File: src/rtl/axis_out_requant_pkg.sv
// Shared requantizer types: per-packet config (shift, relu) and signed saturation bounds.
`ifndef ROWS
`define ROWS 4
`endif
`ifndef WORD_WIDTH_ACC
`define WORD_WIDTH_ACC 32
`endif
`ifndef TUSER_WIDTH_CONV_OUT
`define TUSER_WIDTH_CONV_OUT 4
`endif

package axis_out_requant_pkg;

   localparam int SHIFT_W = 5;
   localparam int SAT_W   = 16;

   typedef struct packed {
      logic [SHIFT_W-1:0] shift;
      logic               relu;
   } rq_cfg_t;

   function automatic longint sat_hi(input int w);
      return (longint'(1) << (w - 1)) - 1;
   endfunction

   function automatic longint sat_lo(input int w);
      return -(longint'(1) << (w - 1));
   endfunction

endpackage

File: src/rtl/axis_out_requant_lane.sv
// One row of the requant datapath: bias add, round-shift, ReLU+clamp; 3 register stages.
// Stage enables come from the top-level handshake so every lane advances in lockstep.
module requant_lane
   import axis_out_requant_pkg::*;
#(
   parameter int WI = 32,
   parameter int WO = 8
) (
   input  logic                 aclk,
   input  logic                 aresetn,
   input  logic                 i_ld1,
   input  logic                 i_ld2,
   input  logic                 i_ld3,
   input  logic signed [WI-1:0] i_data,
   input  logic signed [WI-1:0] i_bias,
   input  logic [SHIFT_W-1:0]   i_shift,
   input  logic                 i_relu,
   output logic signed [WO-1:0] o_data,
   output logic                 o_clip
);

   localparam logic signed [WI+1:0] HI = (WI+2)'(sat_hi(WO));
   localparam logic signed [WI+1:0] LO = (WI+2)'(sat_lo(WO));

   logic signed [WI:0]   r_x1;
   logic signed [WI+1:0] r_x2;
   logic signed [WO-1:0] r_y3;
   logic                 r_clip3;

   logic signed [WI+1:0] w_x1e, w_rnd, w_x2, w_lo;
   logic signed [WO-1:0] w_y;
   logic                 w_clip;

   always_comb begin
      w_x1e = {r_x1[WI], r_x1};
      w_rnd = '0;
      w_x2  = w_x1e;
      if (i_shift != '0) begin
         w_rnd = (WI+2)'(1) << (i_shift - 5'd1);
         w_x2  = (w_x1e + w_rnd) >>> i_shift;
      end
   end

   // A value pushed below the bound only by ReLU is not reported as a clip.
   always_comb begin
      w_lo   = i_relu ? '0 : LO;
      w_y    = r_x2[WO-1:0];
      w_clip = 1'b0;
      if (r_x2 > HI) begin
         w_y    = HI[WO-1:0];
         w_clip = 1'b1;
      end else if (r_x2 < w_lo) begin
         w_y    = w_lo[WO-1:0];
         w_clip = !i_relu;
      end
   end

   always_ff @(posedge aclk or negedge aresetn) begin
      if (!aresetn) begin
         r_x1    <= '0;
         r_x2    <= '0;
         r_y3    <= '0;
         r_clip3 <= 1'b0;
      end else begin
         if (i_ld1) r_x1 <= {i_data[WI-1], i_data} + {i_bias[WI-1], i_bias};
         if (i_ld2) r_x2 <= w_x2;
         if (i_ld3) begin
            r_y3    <= w_y;
            r_clip3 <= w_clip;
         end
      end
   end

   assign o_data = r_y3;
   assign o_clip = r_clip3;

endmodule

File: src/rtl/axis_out_requant.sv
// AXIS output requantizer: per-row bias, rounding shift, ReLU/saturate; 3-cycle latency.
// Elastic 3-stage pipeline, full rate; s_ready falls only when S1 is full and cannot advance.
module axis_out_requant
   import axis_out_requant_pkg::*;
#(
   parameter int ROWS           = `ROWS,
   parameter int WORD_WIDTH_IN  = `WORD_WIDTH_ACC,
   parameter int WORD_WIDTH_OUT = 8,
   parameter int TUSER_WIDTH    = `TUSER_WIDTH_CONV_OUT,
   parameter int AW             = (ROWS > 1) ? $clog2(ROWS) : 1
) (
   input  logic                           aclk,
   input  logic                           aresetn,
   input  logic                           s_valid,
   output logic                           s_ready,
   input  logic                           s_last,
   input  logic [ROWS*WORD_WIDTH_IN-1:0]  s_data,
   input  logic [TUSER_WIDTH-1:0]         s_user,
   output logic                           m_valid,
   input  logic                           m_ready,
   output logic                           m_last,
   output logic [ROWS*WORD_WIDTH_OUT-1:0] m_data,
   output logic [TUSER_WIDTH-1:0]         m_user,
   input  logic                           cfg_wr_en,
   input  logic [AW-1:0]                  cfg_wr_addr,
   input  logic [WORD_WIDTH_IN-1:0]       cfg_wr_data,
   input  logic [SHIFT_W-1:0]             cfg_shift,
   input  logic                           cfg_relu,
   output logic                           cfg_ready,
   output logic [SAT_W-1:0]               sat_count
);

   localparam int WI = WORD_WIDTH_IN;
   localparam int WO = WORD_WIDTH_OUT;

   logic                   r_v1, r_v2, r_v3;
   logic                   r_last1, r_last2, r_last3;
   logic [TUSER_WIDTH-1:0] r_user1, r_user2, r_user3;
   rq_cfg_t                r_cfg, r_cfg1;
   logic                   r_relu2;
   logic                   r_first, r_busy;
   logic [SAT_W-1:0]       r_sat;
   logic [WI-1:0]          r_bias [ROWS];

   logic                   w_ld1, w_ld2, w_ld3, w_out, w_wr;
   logic [ROWS-1:0]        w_clip;
   rq_cfg_t                w_cfg_in;

   assign w_ld3   = r_v2 && (!r_v3 || m_ready);
   assign w_ld2   = r_v1 && (!r_v2 || w_ld3);
   assign s_ready = !r_v1 || w_ld2;
   assign w_ld1   = s_valid && s_ready;
   assign w_out   = r_v3 && m_ready;
   assign w_wr    = cfg_wr_en && !r_busy && !(w_ld1 && r_first) && (32'(cfg_wr_addr) < ROWS);

   // Config rides with each beat so a following packet cannot disturb beats still in flight.
   always_comb begin
      w_cfg_in = r_cfg;
      if (r_first) w_cfg_in = '{shift: cfg_shift, relu: cfg_relu};
   end

   always_ff @(posedge aclk or negedge aresetn) begin
      if (!aresetn) begin
         r_v1 <= 1'b0;  r_v2 <= 1'b0;  r_v3 <= 1'b0;
         r_last1 <= 1'b0;  r_last2 <= 1'b0;  r_last3 <= 1'b0;
         r_user1 <= '0;  r_user2 <= '0;  r_user3 <= '0;
         r_cfg <= '0;  r_cfg1 <= '0;  r_relu2 <= 1'b0;
         r_first <= 1'b1;
         r_busy  <= 1'b0;
         r_sat   <= '0;
         for (int r = 0; r < ROWS; r++) r_bias[r] <= '0;
      end else begin
         if (w_ld1)      r_v1 <= 1'b1;
         else if (w_ld2) r_v1 <= 1'b0;
         if (w_ld2)      r_v2 <= 1'b1;
         else if (w_ld3) r_v2 <= 1'b0;
         if (w_ld3)      r_v3 <= 1'b1;
         else if (w_out) r_v3 <= 1'b0;

         if (w_ld1) begin
            r_last1 <= s_last;
            r_user1 <= s_user;
            r_cfg1  <= w_cfg_in;
            r_first <= s_last;
         end
         if (w_ld2) begin
            r_last2 <= r_last1;
            r_user2 <= r_user1;
            r_relu2 <= r_cfg1.relu;
         end
         if (w_ld3) begin
            r_last3 <= r_last2;
            r_user3 <= r_user2;
         end

         if (w_ld1 && r_first)     r_cfg  <= w_cfg_in;
         if (w_ld1 && r_first)     r_busy <= 1'b1;
         else if (w_out && r_last3) r_busy <= 1'b0;

         if (w_out && (|w_clip) && (r_sat != '1)) r_sat <= r_sat + 1'b1;
         if (w_wr) r_bias[cfg_wr_addr] <= cfg_wr_data;
      end
   end

   for (genvar g = 0; g < ROWS; g++) begin : g_lane
      requant_lane #(.WI(WI), .WO(WO)) u_lane (
         .aclk    (aclk),
         .aresetn (aresetn),
         .i_ld1   (w_ld1),
         .i_ld2   (w_ld2),
         .i_ld3   (w_ld3),
         .i_data  (s_data[g*WI +: WI]),
         .i_bias  (r_bias[g]),
         .i_shift (r_cfg1.shift),
         .i_relu  (r_relu2),
         .o_data  (m_data[g*WO +: WO]),
         .o_clip  (w_clip[g])
      );
   end

   assign m_valid   = r_v3;
   assign m_last    = r_v3 && r_last3;
   assign m_user    = r_user3;
   assign cfg_ready = !r_busy;
   assign sat_count = r_sat;

endmodule

File: config.mk
export PLATFORM = sky130hd
export DESIGN_NAME = axis_out_requant
export DESIGN_NICKNAME = d
export VERILOG_FILES = /design/src/rtl/axis_out_requant_pkg.sv /design/src/rtl/axis_out_requant_lane.sv /design/src/rtl/axis_out_requant.sv
export SDC_FILE = /design/constraint.sdc
export NUM_CORES = 2
export LEC_CHECK = 0
export ABC_AREA = 0
export BUFFER_PORTS_ARGS = -buffer_cell sky130_fd_sc_hd__buf_2
export CORE_AREA = 3 3 382 308
export CTS_CLUSTER_SIZE = 14
export DETAILED_ROUTE_END_ITERATION = 12
export DIE_AREA = 0 0 385 311
export GPL_TIMING_DRIVEN = 0
export PLACE_DENSITY = 0.58
export SLEW_MARGIN = 20
export SYNTH_ARGS = -nofsm -noshare
export SYNTH_HDL_FRONTEND = slang
export SYNTH_SLANG_ARGS = --single-unit
File: constraint.sdc
create_clock -name aclk -period 6.05 [get_ports aclk]
set_clock_uncertainty 0.15 [all_clocks]
set_input_delay 0.3025 -clock aclk [delete_from_list [all_inputs] [get_ports aclk]]
set_output_delay 0.3025 -clock aclk [all_outputs]
set_load 0.1 [all_outputs]
==> results.json <==
{
  "worstSetupStartpoint": "r_cfg1[2]",
  "cts_sinks": 481,
  "min-delay-path-class": "input port to flop",
  "cp_cell_sequence": "buf_12 -> clkbuf_16 -> clkbuf_8 -> clkbuf_1 -> buf_2 -> clkbuf_1 -> clkbuf_1 -> mux2i_1 -> a21oi_1 -> nand3_1 -> o22a_1",
  "setup_violations": 27,
  "fp.dieW_microns": 385,
  "min_period_ns": 6.34,
  "worst_path_most_repeated_cell": "clkbuf_1",
  "grt_use_total": 0.472,
  "grt_pass1_vias": 47479,
  "path_buf_inv": 7,
  "clkTransAtPathRegs_ns": 0.06,
  "slew_headroom": 0.0726,
  "drc": 0,
  "worstPathRequired_ns": 6.44,
  "die_y_microns": 311,
  "async_flop_share": 1.00,
  "dp_hpwl_microns": 234000,
  "yosysWarnings": 0,
  "cp-start-kind": "flop",
  "synthFlopType": "dfrtp_1",
  "vias": 50802,
  "area_growth_pct": 23.4,
  "cts_buffers": 55,
  "cap_viol_max_count": 0,
  "antenna_found_initial": 24,
  "grt_setup_unrepaired": "yes",
  "synth_area_leaders": "dfrtp_1, ha_1, nand2_1, a21oi_1, o21ai_0",
  "crit_path_max_fanout": 10,
  "start_util": 0.389,
  "grt_max_degree": 92,
  "syn_nets": 5918,
  "reg2reg_slack_ns": -0.29,
  "endpoint_kind": "flop",
  "via_per_inst": 6.82,
  "slowest_delay_ns": 0.95,
  "synth_top_area_frac": 0.270,
  "synth_cell_type_count": 109,
  "setup_slack_ns": -0.289,
  "dieArea_sq_um": 120000,
  "synth-edff-count": 0,
  "syn_area_sq_um": 44400,
  "place_area_sq_um": 48000,
  "critical_path_class": "flop to flop",
  "synth-seq-area-share": 0.271,
  "ys_top_cells_by_count": "nand2_1, dfrtp_1, a21oi_1",
  "drt_wl_total_microns": 293000,
  "vdd_ir_drop_max_v": 0.000331,
  "drt_iter0_drc": 6600,
  "period_share": 1.05,
  "outcome": "finished, violations left",
  "synth_area_per_cell_sq_um": 8.25,
  "violations": "setup timing",
  "cts_tree": "yes",
  "dr.pass1.iters": 6,
  "p_leak_uw": 0.0235,
  "powerDensity_nw_per_um2": 627,
  "syn_inst": 5383,
  "synth_most_common_cell": "nand2_1",
  "place_ws_ns": -4.78,
  "path_delay_family": "buffers and inverters",
  "max_freq_mhz": 158,
  "num_rows": 111,
  "endpoint": "g_lane[0].u_lane.r_x2[4]",
  "design_area_sq_um": 54800,
  "r2r_cells": 11,
  "ioPinCount": 234,
  "wl_per_cell_microns": 39.3,
  "tightestPinTransition_ns": 1.39,
  "cts_buffer_depth": 3,
  "slew_viol_final": 0,
  "finalHoldViolCount": 0,
  "core_sq_um": 114000,
  "clock-root-buffer": "clkbuf_16",
  "arrival_ns": 6.73,
  "grt_overflow": 0,
  "drive_gt1_frac": 0.212,
  "htreeDepth": 2,
  "ant_nets": 0,
  "ys_ff_latch": 481,
  "grt_pass1_wl_microns": 393000,
  "critPathSlowestCell": "clkbuf_1",
  "path_depth": 11,
  "port_buffers": 233,
  "netlist.top_cell.by_area": "dfrtp_1",
  "num-nets-final": 6406,
  "gp_congestion": 1.11,
  "clkLatencyLatePin_ns": 0.67,
  "r2r_start": "r_cfg1[2]",
  "r2r-end": "g_lane[0].u_lane.r_x2[4]"
}
-- logic make-up after synthesis --
| logic type | after synthesis | synth area share |
|---|---|---|
| buffers and inverters | 408 | 0.0352 |
| adders and majority gates | 360 | 0.102 |
| AOI/OAI and AO/OA | 1841 | 0.274 |
| xor gates and xnor gates | 232 | 0.0457 |
| muxes | 363 | 0.0957 |
| DFF | 481 | 0.271 |
| and+or+nand+nor | 1698 | 0.177 |
-- through the flow --
stage	util	power, uW	hold WS (ns)	setup TNS [ns]	instances
after global routing	0.479	35200	0.0495	-0.0868	7440
final	0.480	34400	0.0323	-1.45	7452
after CTS	0.469	32500	0.00328	0	7401
after floorplan	-	18400	-0.143	0	5383
after detailed placement	0.420	27300	0.139	-511.01	7164
after global placement	0.416	27100	0.300	-3486.02	7141
-- tightest hold or removal path: cells and delay by family --
family                   cells  cell delay (ns)
XOR/XNOR                     1             0.09
buffers and inverters        1             0.09
adder cells (fa/ha/maj)      1             0.18
AO/OA/AOI/OAI                1             0.15
-- flip-flops by register name (all words and copies together) (netlist names), 4 cells and up --
name and count:
g_lane.u_lane.o_clip 4, g_lane.u_lane.o_data 32, g_lane.u_lane.r_x1 132, g_lane.u_lane.r_x2 136
m_user 4, r_bias 128, r_cfg 6, r_cfg1 6
r_user1 4, r_user2 4, sat_count 16
-- timing repair --
item	4_1_cts	5_1_grt
cloned	0	0
setup endpoints to repair	136	127
pin swaps	58	47
setup buffers	79	48
gates resized for setup	523	178
endpoints found under the hold margin	315	0
hold buffers	78	0
-- layout by cell type, fill, tap and decap left out, types with 43 or more instances in the layout --
master | netlist | layout
o21a_1 | 84 | 83
nor2_1 | 439 | 392
o211ai_1 | 89 | 89
nand2_1 | 628 | 609
o22ai_1 | 50 | 49
nor4_1 | 57 | 47
nor2b_1 | 54 | 53
a211oi_1 | 71 | 52
xor2_1 | 95 | 86
a21o_1 | 112 | 110
clkbuf_2 | 0 | 44
nand2b_1 | 60 | 60
clkbuf_1 | 253 | 144
nand3_1 | 105 | 104
inv_1 | 98 | 93
dfrtp_1 | 480 | 477
clkbuf_16 | 0 | 69
mux2i_1 | 148 | 113
a21oi_1 | 461 | 426
xnor2_1 | 137 | 120
o21ai_0 | 421 | 380
nor3_1 | 96 | 77
dlygate4sd3_1 | 0 | 78
and2_1 | 43 | 43
a31oi_1 | 64 | 55
ha_1 | 353 | 333
o21bai_1 | 54 | 50
buf_2 | 3 | 244
buf_4 | 2 | 121
nand4_1 | 61 | 61
mux2_2 | 184 | 181
-- cell type report --
cell class	instances	area [sq um]
flip-flops and latches	481	12000
inverters	99	397
repair buffers	461	3460
plain buffers	279	1860
well taps	1525	1910
clock inverters	22	357
diodes	16	40.0
multi-input cells	4494	33200
clock buffers	75	1590
fillers	11106	59500
-- power breakdown --
part	internal [uW]	switching (uW)
sequential	4700	3060
clock	2180	1510
combinational	7620	15300
-- per-layer routing --
metal	routed length [microns]	vias to the layer above	global-route usage
met3	39900	996	0.215
met2	113000	3405	0.642
met5	575	-	0.0181
li1	-	21174	-
met4	24600	22	0.307
met1	114000	25205	0.595
-- how the worst min path moves through the flow --
stage / startpoint / endpoint / slack [ns] / depth (start not counted)
5_1_grt: s_data[38] / g_lane[1].u_lane.r_x1[6] / 0.05 / 4
4_1_cts: s_data[105] / g_lane[3].u_lane.r_x1[9] / 0.003 / 4
6_report: s_data[105] / g_lane[3].u_lane.r_x1[9] / 0.03 / 4
3_3_place_gp: r_user1[3] / r_user2[3] / 0.30 / 2
3_5_place_dp: aresetn / g_lane[3].u_lane.r_x2[30] / 0.14 / 1
2_1_floorplan: aresetn / g_lane[0].u_lane.o_clip / -0.14 / 0
No activity file was read; power rests on OpenSTA's default activity.
